## src/rtl/vga_draw_sprite.sv

```systemverilog
// vga_draw_sprite: overlays a sprite fetched from an external pixel memory
// onto a VGA pixel stream. The sprite position and 2x scaling are sampled
// once per frame, at the rising edge of vblnk_in. The timing strobes and the
// background colour travel down a delay line so that they meet the sprite
// pixel returned by the memory, ROM_LAT cycles after the address is issued.
module vga_draw_sprite #(
  parameter int          SPR_W      = 48,
  parameter int          SPR_H      = 64,
  parameter int          ROM_LAT    = 1,
  parameter int          ADDR_W     = 12,
  parameter bit          TRANSP_EN  = 1'b1,
  parameter logic [11:0] TRANSP_KEY = 12'hF0F
) (
  input  logic              pclk,
  input  logic              rst_n,
  input  logic [10:0]       hcount_in,
  input  logic [10:0]       vcount_in,
  input  logic              hsync_in,
  input  logic              vsync_in,
  input  logic              hblnk_in,
  input  logic              vblnk_in,
  input  logic [11:0]       rgb_in,
  input  logic [11:0]       xpos,
  input  logic [11:0]       ypos,
  input  logic              scale2x,
  output logic [ADDR_W-1:0] pixel_addr,
  input  logic [11:0]       rgb_pixel,
  output logic [10:0]       hcount_out,
  output logic [10:0]       vcount_out,
  output logic              hsync_out,
  output logic              vsync_out,
  output logic              hblnk_out,
  output logic              vblnk_out,
  output logic [11:0]       rgb_out
);

  // Layout of one delay-line word: {hit, hsync, vsync, hblnk, vblnk,
  // hcount, vcount, rgb}.
  localparam int DW      = 39;
  localparam int P_HIT   = 38;
  localparam int P_HSYNC = 37;
  localparam int P_VSYNC = 36;
  localparam int P_HBLNK = 35;
  localparam int P_VBLNK = 34;
  localparam int P_HC_HI = 33;
  localparam int P_HC_LO = 23;
  localparam int P_VC_HI = 22;
  localparam int P_VC_LO = 12;

  // Per-frame sprite placement, captured at the start of vertical blanking.
  logic [11:0] r_xl;
  logic [11:0] r_yl;
  logic        r_sl;
  logic        r_vblnk_prev;

  // Stage 0 geometry. Offsets are 13 bits wide so that a sprite corner to
  // the right of / below the beam shows up as a negative offset (bit 12 set)
  // instead of wrapping around to the opposite screen edge.
  logic [12:0]       w_dx;
  logic [12:0]       w_dy;
  logic [12:0]       w_w_lim;
  logic [12:0]       w_h_lim;
  logic [12:0]       w_u;
  logic [12:0]       w_v;
  logic              w_hit;
  logic [ADDR_W-1:0] w_addr;

  // Delay line aligning timing, background colour and hit with rgb_pixel.
  logic [DW-1:0] w_stage_in;
  logic [DW-1:0] r_dly [0:ROM_LAT];
  logic [DW-1:0] w_al;
  logic          w_transp;
  logic [11:0]   w_rgb_sel;

  // Output register contents.
  logic [ADDR_W-1:0] r_pixel_addr;
  logic [10:0]       r_hcount_out;
  logic [10:0]       r_vcount_out;
  logic              r_hsync_out;
  logic              r_vsync_out;
  logic              r_hblnk_out;
  logic              r_vblnk_out;
  logic [11:0]       r_rgb_out;

  // Latch position and scale on the 0->1 transition of vblnk_in only.
  always_ff @(posedge pclk or negedge rst_n) begin
    if (!rst_n) begin
      r_xl         <= '0;
      r_yl         <= '0;
      r_sl         <= 1'b0;
      r_vblnk_prev <= 1'b0;
    end else begin
      r_vblnk_prev <= vblnk_in;
      if (vblnk_in && !r_vblnk_prev) begin
        r_xl <= xpos;
        r_yl <= ypos;
        r_sl <= scale2x;
      end
    end
  end

  assign w_dx    = {2'b00, hcount_in} - {1'b0, r_xl};
  assign w_dy    = {2'b00, vcount_in} - {1'b0, r_yl};
  assign w_w_lim = 13'(SPR_W) << r_sl;
  assign w_h_lim = 13'(SPR_H) << r_sl;
  assign w_u     = w_dx >> r_sl;
  assign w_v     = w_dy >> r_sl;

  assign w_hit = !hblnk_in && !vblnk_in &&
                 !w_dx[12] && (w_dx < w_w_lim) &&
                 !w_dy[12] && (w_dy < w_h_lim);

  assign w_addr = ADDR_W'(w_v) * ADDR_W'(SPR_W) + ADDR_W'(w_u);

  // Issue the sprite memory address one cycle after the beam position.
  always_ff @(posedge pclk or negedge rst_n) begin
    if (!rst_n) begin
      r_pixel_addr <= '0;
    end else begin
      r_pixel_addr <= w_hit ? w_addr : '0;
    end
  end

  assign w_stage_in = {w_hit, hsync_in, vsync_in, hblnk_in, vblnk_in,
                       hcount_in, vcount_in, rgb_in};

  // Shift beam data through ROM_LAT+1 stages to line up with rgb_pixel.
  always_ff @(posedge pclk or negedge rst_n) begin
    if (!rst_n) begin
      for (int i = 0; i <= ROM_LAT; i++) begin
        r_dly[i] <= '0;
      end
    end else begin
      r_dly[0] <= w_stage_in;
      for (int i = 1; i <= ROM_LAT; i++) begin
        r_dly[i] <= r_dly[i-1];
      end
    end
  end

  assign w_al     = r_dly[ROM_LAT];
  assign w_transp = TRANSP_EN && (rgb_pixel == TRANSP_KEY);

  // Pick blank black, the sprite pixel, or the delayed background.
  always_comb begin
    w_rgb_sel = w_al[11:0];
    if (w_al[P_HBLNK] || w_al[P_VBLNK]) begin
      w_rgb_sel = 12'h000;
    end else if (w_al[P_HIT] && !w_transp) begin
      w_rgb_sel = rgb_pixel;
    end
  end

  // Final output register; adds the last cycle of the ROM_LAT+2 latency.
  always_ff @(posedge pclk or negedge rst_n) begin
    if (!rst_n) begin
      r_hcount_out <= '0;
      r_vcount_out <= '0;
      r_hsync_out  <= 1'b0;
      r_vsync_out  <= 1'b0;
      r_hblnk_out  <= 1'b0;
      r_vblnk_out  <= 1'b0;
      r_rgb_out    <= '0;
    end else begin
      r_hcount_out <= w_al[P_HC_HI:P_HC_LO];
      r_vcount_out <= w_al[P_VC_HI:P_VC_LO];
      r_hsync_out  <= w_al[P_HSYNC];
      r_vsync_out  <= w_al[P_VSYNC];
      r_hblnk_out  <= w_al[P_HBLNK];
      r_vblnk_out  <= w_al[P_VBLNK];
      r_rgb_out    <= w_rgb_sel;
    end
  end

  assign pixel_addr = r_pixel_addr;
  assign hcount_out = r_hcount_out;
  assign vcount_out = r_vcount_out;
  assign hsync_out  = r_hsync_out;
  assign vsync_out  = r_vsync_out;
  assign hblnk_out  = r_hblnk_out;
  assign vblnk_out  = r_vblnk_out;
  assign rgb_out    = r_rgb_out;

endmodule

```

## config.mk

```make
export PLATFORM = sky130hd
export DESIGN_NAME = vga_draw_sprite
export DESIGN_NICKNAME = d
export VERILOG_FILES = /design/src/rtl/vga_draw_sprite.sv
export SDC_FILE = /design/constraint.sdc
export NUM_CORES = 1
export LEC_CHECK = 0
export BUFFER_PORTS_ARGS = -buffer_cell sky130_fd_sc_hd__buf_2
export CAP_MARGIN = 15
export CORE_MARGIN = 2
export CORE_UTILIZATION = 50
export CTS_CLUSTER_DIAMETER = 40
export DETAILED_ROUTE_END_ITERATION = 8
export PLACE_DENSITY = 0.84
export SYNTH_ARGS = -nofsm -noshare
export SYNTH_HDL_FRONTEND = slang
export SYNTH_SLANG_ARGS = --single-unit
```

## constraint.sdc

```tcl
create_clock -name pclk -period 6 [get_ports pclk]
set_input_delay 1.2 -clock pclk [delete_from_list [all_inputs] [get_ports pclk]]
set_output_delay 1.2 -clock pclk [all_outputs]
set_load 0.05 [all_outputs]
```

### Word-level counts from Yosys, hierarchy flattened

Cells that the tools add are included.

| word-level totals | value |
|---|---|
| flip-flop bits (word level) | 154 |
| output and inout port bits | 50 |
| input bits | 77 |
| word-level logic and storage cells | 42 |

| cells by class | value |
|---|---|
| shift-type cells | 4 |
| equal/unequal tests | 1 |
| muxes and demuxes | 3 |
| reduce and logical (&&, ||, !) cells | 14 |
| add/sub/neg operators | 3 |
| multiply operators | 1 |
| magnitude comparators | 2 |

Operator list:

| cell | number |
|---|---|
| 2-to-1 mux 12 bit | 3 |
| < comparator 13 bit | 2 |
| >> shifter 13 x 1 -> 12 bit | 2 |
| subtractor 11 x 12 -> 13 bit | 2 |
| << shifter 6 x 1 -> 13 bit (first input constant) | 1 |
| << shifter 7 x 1 -> 13 bit (first input constant) | 1 |
| adder 12 bit | 1 |
| == test 12 bit (second input constant) | 1 |
| multiplier 12 x 2 -> 8 bit (second input constant) | 1 |
| logical AND 1 bit | 7 |
| logical NOT 1 bit | 6 |
| logical OR 1 bit | 1 |

### Longest topological paths before layout

Gate-level depths: netlist (run 1).

| logic depth | value |
|---|---|
| depth in word-level cells | 7 |
| gate-level depth with buffers | 20 |
| gate-level depth less buffers | 20 |

### Worst setup path after synthesis (run 1)

Ideal clock, no wire load.

| timing | value |
|---|---|
| kind | input -> register |
| start point | input port hcount_in[0] |
| end point | register r_pixel_addr[5] (netlist: pixel_addr[5]) |
| setup time | 0.081 ns |
| buffers on the path | 1 |
| required time | 5.919 ns |
| slack | 1.113 ns |
| stages | 18 |
| data arrival time | 4.806 ns |
| path through | inv_1 ha_1 inv_1 fa_1 a211oi_1 o21bai_1 a21oi_1 xnor2_1 ha_1 or4_1 a2111oi_2 o211ai_1 a31oi_1 o211a_1 o211ai_1 or4_4 buf_6 nor3b_2 |

| between the ends | value |
|---|---|
| word-level cells in the longest chain between the ends | 7 |
| elaborated cells between the ends (all ways) | 10 |
| classes of those cells | add/sub (2); order compare (1); shift (1); mux (1); reduce/logical (5) |

RTL lines:

| element | line | source |
|---|---|---|
| start: declaration | 16 | `input logic [10:0] hcount_in,` |
| subtractor 11 x 12 -> 13 bit * | 102 | `assign w_dx = {2'b00, hcount_in} - {1'b0, r_xl};` |
| branches (longest 5 deep; another with < comparator 13 bit) | - |  |
| 2-to-1 mux 12 bit * | 120 | `r_pixel_addr <= w_hit ? w_addr : '0;` |
| end signal: assignment | 120 |  |
| end: declaration | 76 | `logic [ADDR_W-1:0] r_pixel_addr;` |

Mark *: on every way between the ends.
A chain may end at the register's enable or synchronous reset.

### Final worst setup path (run 1)

| timing | value |
|---|---|
| start point | input port hcount_in[0] |
| end point | register r_pixel_addr[11] (netlist: pixel_addr[11]) |

The elaborated chain is that of the path after synthesis.

==> impl_metrics.json, run 1 <==
{
  "outcome": "complete, no violations",
  "swShare_pct": 31.40,
  "pwr-share-clk_pct": 32.7,
  "max-slew-margin-rel_pct": 25.24,
  "synthAdderAreaFrac_pct": 8.934,
  "place_worst_setup_slack_ns": 0.6022,
  "cts_setup_buffers": 0,
  "hp-start": "w_al[33]$_DFF_PN0_",
  "path_buf_inv": 3,
  "synth.net_count": 616,
  "ir_drop_mv": 0.2133,
  "cpLargestDelayFamily": "compound AO/OA/AOI/OAI gates",
  "num-nets-final": 753,
  "hold_viol": 0,
  "io_buffers": 126,
  "required_ns": 6.34,
  "diodes": 0,
  "die_h_microns": 115.5,
  "critPathKind": "in2reg",
  "track_usage_pct": 19.95,
  "synth_area_leader_cell": "dfrtp_1",
  "r2r_end": "pixel_addr[11]$_DFF_PN0_",
  "cts-buffers-inserted": 17,
  "synthFlopType": "dfrtp_1",
  "hold_buffers": 0,
  "drtPass1Iterations": 4,
  "clk_latency_ns": 0.42,
  "yosys_register_bits": 153,
  "dp.final_hpwl_microns": 8887,
  "grt-busiest-layer": "met2",
  "setup_viol": 0,
  "intPower_w": 0.002214,
  "period_share_pct": 82.24,
  "use_met1_pct": 24.18,
  "ys.warnings.count": 0,
  "core_area_sq_mm": 0.01206,
  "clkTransAtPathRegs_ns": 0.06,
  "powerDensity_mw_per_mm2": 423.0,
  "drv_slew": 0,
  "place_congestion": 0.8008,
  "synthSimpleGateAreaFrac_pct": 8.793,
  "post-route-util_pct": 63.26,
  "fin_worst_skew_ns": 0.008135,
  "syn_avg_cell_area_sq_um": 12.51,
  "fin_crit_ns": 4.935,
  "globalRouteMet3Util_pct": 5.701,
  "worst_slack_ns": 1.065,
  "tightest_slew_ns": 1.114,
  "ys_top_cells_by_area": "dfrtp_1, ha_1, o21ai_0",
  "cp-end-kind": "flop",
  "netlist.area_leader.share_pct": 61.57,
  "first_global_vias": 4245,
  "crit_arrival_ns": 5.28,
  "grt_max_degree": 83,
  "htreeDepth": 4,
  "routed_wl_microns": 12280,
  "synth_edf_count": 0,
  "dieArea_sq_mm": 0.01334,
  "drc_errors": 0,
  "grt_overflow": 0,
  "synthXorXnorAreaFrac_pct": 3.883,
  "dp.cells": 783,
  "cpMaxStageDelayCell": "o41ai_1",
  "rsz0062_at_grt": "false",
  "p_leak_nw": 3.784,
  "seqPwrFrac_pct": 34.6,
  "use_met2_pct": 33.49,
  "die_w_microns": 115.5,
  "worst_hold_slack_ns": 0.3431,
  "reg2reg_depth": 16,
  "synth_seq_area_share_pct": 61.57,
  "drt_iter0_markers": 274,
  "r2r_slack_ns": 1.63,
  "switchingPower_w": 0.001013,
  "p_comb_share_pct": 32.6,
  "synthArstFlopShare_pct": 100.0,
  "grt_first_pass_wirelength_microns": 20200,
  "route.vias.total": 4173,
  "r2r_start": "r_xl[0]$_DFFE_PN0P_",
  "syn_inst": 497,
  "cts_buffer_depth": 2,
  "cts_tree": "yes",
  "synth_compound_area_share_pct": 10.16,
  "synth_top_family_by_area": "compound AO/OA/AOI/OAI gates",
  "wire_per_inst_microns": 15.12,
  "min_to": "hcount_out[10]$_DFF_PN0_",
  "antenna_found_initial": 0,
  "drtAntennaViolNets": 0,
  "viasPerCell": 5.139,
  "post_cts_resized": 0,
  "rows": 40,
  "area_delta_synth_final_pct": 22.70,
  "path_cells": "buf_2, inv_1, ha_1, inv_1, fa_1, a211oi_1, o21bai_1, a2111oi_0, nor3_1, a21o_1, a21oi_1, xnor2_1, mux2_2, ha_1, o41ai_1, xnor2_1, xnor3_1, nor3_2",
  "instances_no_fill": 812,
  "critPathLaunchType": "input pin",
  "hold_class": "reg2reg",
  "cts_sinks": 153,
  "cp_max_fo": 8,
  "nFillCells": 903,
  "drive_above_1_share_pct": 28.11,
  "io_pins": 127,
  "synthMuxAreaShare_pct": 3.763,
  "cap_violations": 0,
  "min_delay_path_depth": 0,
  "fin_setup_tns_ns": 0,
  "synth_area_sq_mm": 0.006218,
  "ys_types": 50,
  "max_freq_mhz": 202.6,
  "initial_core_util_pct": 51.56,
  "cts-root-buf": "clkbuf_16",
  "cpPeakStageDelay_ns": 0.51
}
[stage by stage]
| stage | power (W) | cell area [sq um] |
|---|---|---|
| finish | 0.003227 | 7630 |
| global route | 0.003420 | 7630 |
| CTS | 0.003248 | 7630 |
| detailed placement | 0.002165 | 7046 |
| global placement | 0.002136 | 7046 |
| floorplan | 0.001933 | 6218 |
[per-layer routing]
metal | up-vias | wire [microns] | part of all wire, %
met5 | - | 0 | 0
met4 | 0 | 269 | 2.2
met3 | 21 | 654 | 5.3
met2 | 141 | 6159 | 50
met1 | 2029 | 5194 | 42
li1 | 1982 | - | -
[layout make-up]
cell class	count	area (sq um)	share of cell area, %
Timing Repair Buffer	130	666.9	8.741
Sequential cell	153	3829	50.18
Tap cell	168	210.2	2.755
Inverter	34	127.6	1.673
Multi-Input combinational cell	298	2212	28.99
Clock inverter	7	120.1	1.574
Clock buffer	22	464.2	6.084
[synth_stat cells (2+ instances only)]
cell type,number
o211ai_1,2
nor3_1,9
a2111oi_2,2
a31oi_1,2
or4_1,3
nor2b_1,5
fa_1,4
ha_1,38
o21a_1,7
nand2_1,35
o22ai_1,2
xnor2_1,18
a21oi_1,23
a21o_1,10
o41ai_1,2
nor3_2,8
nand2b_1,5
a211oi_1,2
clkbuf_1,9
inv_1,34
xor2_1,7
nand4_1,2
buf_1,2
o21ai_0,36
mux2_2,11
mux2i_1,11
nor2_1,30
o21bai_1,3
dfrtp_1,153
nor4_1,2
[flip-flops by register name (all words and copies together) (netlist names), 11 cells and up]
signal      cells
vcount_out     11
pixel_addr     12
rgb_out        12
r_dly          39
r_xl           12
r_yl           12
w_al           39
hcount_out     11
[cells by family after synthesis]
family / after synthesis
AND/OR/NAND/NOR: 107
adder cells (fa/ha/maj): 42
AO/OA/AOI/OAI: 101
multiplexers: 22
buffers and inverters: 46
XOR/XNOR: 26
flip-flops: 153
[how the worst max path moves through the flow]
stage,from,end,cells past startpoint
global placement,hcount_in[0],pixel_addr[7]$_DFF_PN0_,18
floorplan,hcount_in[0],pixel_addr[5]$_DFF_PN0_,18
finish,hcount_in[0],pixel_addr[11]$_DFF_PN0_,18
global route,hcount_in[0],pixel_addr[1]$_DFF_PN0_,18
detailed placement,hcount_in[0],pixel_addr[7]$_DFF_PN0_,18
CTS,hcount_in[0],pixel_addr[7]$_DFF_PN0_,18
[power by group through the flow]
stage	Combinational, W	Clock [W]	Sequential [W]
floorplan	0.000764	0	0.00117
global placement	0.00100	0	0.00113
detailed placement	0.00103	0	0.00114
CTS	0.00105	0.00108	0.00112
global route	0.00117	0.00113	0.00112
finish	0.00105	0.00106	0.00112
[layout by cell type, fill, tap and decap left out, drive strengths merged, types with 2 or more instances in the layout]
cell and n:
or4 4, bufinv 3, inv 34, nand4 2
nor3 17, xnor2 18, a21o 10, dfrtp 153
nand2 35, o41ai 2, nor3b 2, a2111oi 3
ha 38, mux2i 11, nand2b 5, fa 4
mux2 11, nor2 30, clkbuf 22, nor2b 5
xor2 7, clkinv 3, buf 130, o21a 7
a21oi 23, o21bai 3, nor4 2, a211oi 2
o211ai 2, o22ai 2, a31oi 2, o21ai 37
(Power assumes the default switching activity.)
==> inputs of run 2 (changes only) <==
CORE_UTILIZATION = 49   (was 50)
PLACE_DENSITY = 0.85   (was 0.84)
clock period = 4.15 ns   (was 6 ns; I/O delays follow)
==> run 2 against run 1 <==
Net effect:
- critical path depth rose by 1
- combinational power rose by 86%
- final cell count rose by 5.2%
- count of clock-buffer cells in the layout fell by 1
- routed wire length rose by 5.6%
- first-iteration DRC count fell by 25%
- sequential share of layout area fell by 2.9 points
- die area rose by 2.0%
- power rose by 57%
- hold slack improved by 0.00057 ns
- via count rose by 3.0%
- clock skew barely moved
- critical path type unchanged
==> impl_metrics.json, run 2 (synthesis results as in run 1) <==
{
  "routed_wl_microns": 12970,
  "track_usage_pct": 20.11,
  "powerDensity_mw_per_mm2": 626.9,
  "die_w_microns": 116.7,
  "core_area_sq_mm": 0.01252,
  "route.vias.total": 4300,
  "viasPerCell": 5.035,
  "htreeDepth": 4,
  "drv_slew": 0,
  "max-slew-margin-rel_pct": 22.32,
  "cts-root-buf": "clkbuf_16",
  "cpLargestDelayFamily": "compound AO/OA/AOI/OAI gates",
  "initial_core_util_pct": 49.68,
  "drtAntennaViolNets": 0,
  "startpoint": "hcount_in[0]",
  "path_buf_inv": 4,
  "min_to": "w_al[23]$_DFF_PN0_",
  "intPower_w": 0.003452,
  "clkTransAtPathRegs_ns": 0.06,
  "dieArea_sq_mm": 0.01361,
  "rows": 41,
  "first_global_vias": 4387,
  "cp-end-kind": "flop",
  "clk_latency_ns": 0.41,
  "hold_class": "reg2reg",
  "crit_arrival_ns": 4.43,
  "p_leak_nw": 4.016,
  "ir_drop_mv": 0.5286,
  "drt_iter0_markers": 205,
  "outcome": "complete, no violations",
  "max_freq_mhz": 243.6,
  "grt_overflow": 0,
  "io_buffers": 126,
  "antenna_found_initial": 0,
  "seqPwrFrac_pct": 31.7,
  "period_share_pct": 98.92,
  "required_ns": 4.48,
  "drc_errors": 0,
  "fin_crit_ns": 4.105,
  "tightest_slew_ns": 1.157,
  "drtPass1Iterations": 5,
  "switchingPower_w": 0.001626,
  "wire_per_inst_microns": 15.19,
  "critPathKind": "in2reg",
  "die_h_microns": 116.7,
  "drive_above_1_share_pct": 35.63,
  "min_delay_path_depth": 0,
  "cts_tree": "yes",
  "power_w": 0.005078,
  "hp-start": "r_dly[62]$_DFF_PN0_",
  "final_common_cell": "dfrtp_1",
  "hold_viol": 0,
  "cpMaxStageDelayCell": "or4_4",
  "place_congestion": 0.8622,
  "layout_common_cells": "dfrtp_1, buf_2, buf_4",
  "grt_max_degree": 118,
  "grt_first_pass_wirelength_microns": 20500,
  "cts_buffer_depth": 2,
  "cpPeakStageDelay_ns": 0.54,
  "setup_viol": 0,
  "diodes": 0,
  "r2r_start": "r_xl[0]$_DFFE_PN0P_",
  "nFillCells": 953,
  "io_pins": 127,
  "cts-buffers-inserted": 17,
  "r2r_end": "pixel_addr[2]$_DFF_PN0_",
  "critPathLaunchType": "input pin",
  "swShare_pct": 32.03,
  "post-route-util_pct": 64.71,
  "num-nets-final": 789,
  "cts_sinks": 153,
  "area_delta_synth_final_pct": 30.26,
  "path_cells": "buf_12, inv_12, ha_4, inv_4, fa_2, a211oi_2, o21bai_1, a21oi_2, xnor2_2, ha_2, or4_4, a2111oi_4, o211ai_1, a31oi_1, o211a_1, o211ai_1, or4_4, buf_4, nor3_2",
  "rsz0062_at_grt": "true",
  "cap_violations": 0,
  "dp.final_hpwl_microns": 9432,
  "instances_no_fill": 854,
  "r2r_slack_ns": 0.20,
  "fin_worst_skew_ns": 0.008524,
  "p_comb_share_pct": 38.3,
  "dp.cells": 821,
  "pwr-share-clk_pct": 29.9,
  "cp_max_fo": 7,
  "reg2reg_depth": 17
}
-- run 2: cell count changes in the layout (fill, tap and decap cells not counted), sizes merged --
cell | previous run | this run
clkinv | 3 | 5
bufinv | 3 | 2
inv | 34 | 35
clkinvlp | 1 | 2
buf | 130 | 166
clkbuf | 22 | 21
-- run 2: stage by stage --
step / hold slack, ns / worst slack [ns] / cell area [sq um] / TNS (ns)
after floorplan: 0.3312 / -0.04027 / 6272 / -0.04027
after global placement: 0.3311 / -0.2918 / 7356 / -3.452
after detailed placement: 0.3347 / -0.4403 / 7356 / -5.011
after CTS: 0.3473 / 0.004110 / 7959 / 0
after global routing: 0.3504 / -0.1281 / 8100 / -1.238
final: 0.3437 / 0.04489 / 8100 / 0
-- run 2: area by class of cell --
cell class / count / area [sq um] / area share, %
repair buffers: 166 / 955.9 / 11.80
flip-flops and latches: 153 / 3829 / 47.27
well taps: 172 / 215.2 / 2.657
inverters: 34 / 142.6 / 1.761
clock inverters: 10 / 116.4 / 1.437
clock buffers: 21 / 480.5 / 5.931
multi-input cells: 298 / 2361 / 29.15
-- run 2: metal layers --
layer / wire length [microns] / track usage (%) / up-vias / part of all wire, %
met3: 851 / 5.812 / 18 / 6.6
met1: 5264 / 23.74 / 2114 / 41
met2: 6570 / 34.38 / 121 / 51
li1: - / - / 2047 / -
met4: 284 / 8.863 / 0 / 2.2
met5: 0 / 0 / - / 0
-- run 2: what timing repair did --
action | in CTS | in global routing
setup buffers | 0 | 2
endpoints found under the setup margin | 1 | 13
resized for setup | 1 | 23
hold buffers | 0 | 0
pin swaps | 0 | 3
-- run 2: power groups by stage --
| stage | registers (W) | clock network, W | logic, W |
|---|---|---|---|
| floorplan | 0.00169 | 0 | 0.00114 |
| finish | 0.00161 | 0.00152 | 0.00195 |
| detailed placement | 0.00164 | 0 | 0.00177 |
| global placement | 0.00163 | 0 | 0.00171 |
| CTS | 0.00161 | 0.00156 | 0.00179 |
| global route | 0.00162 | 0.00162 | 0.00217 |
-- run 2: worst max-delay path by stage --
stage	endpoint	slack [ns]	cells past startpoint
finish	pixel_addr[2]$_DFF_PN0_	0.04	19
global route	pixel_addr[2]$_DFF_PN0_	-0.13	19
CTS	pixel_addr[9]$_DFF_PN0_	0.004	19
detailed placement	pixel_addr[2]$_DFF_PN0_	-0.44	19
global placement	pixel_addr[7]$_DFF_PN0_	-0.29	18
floorplan	pixel_addr[5]$_DFF_PN0_	-0.04	18
-- run 2: worst register-to-register path: stages (launching register included) --
cell and delay (ns):
dfrtp_1 0.38, ha_4 0.17, inv_4 0.03, fa_2 0.38
a211oi_2 0.18, o21bai_1 0.11, a21oi_2 0.20, xnor2_2 0.11
ha_2 0.18, or4_4 0.54, a2111oi_4 0.19, o211ai_1 0.13
a31oi_1 0.17, o211a_1 0.17, o211ai_1 0.08, or4_4 0.52
buf_4 0.20, nor3_2 0.12
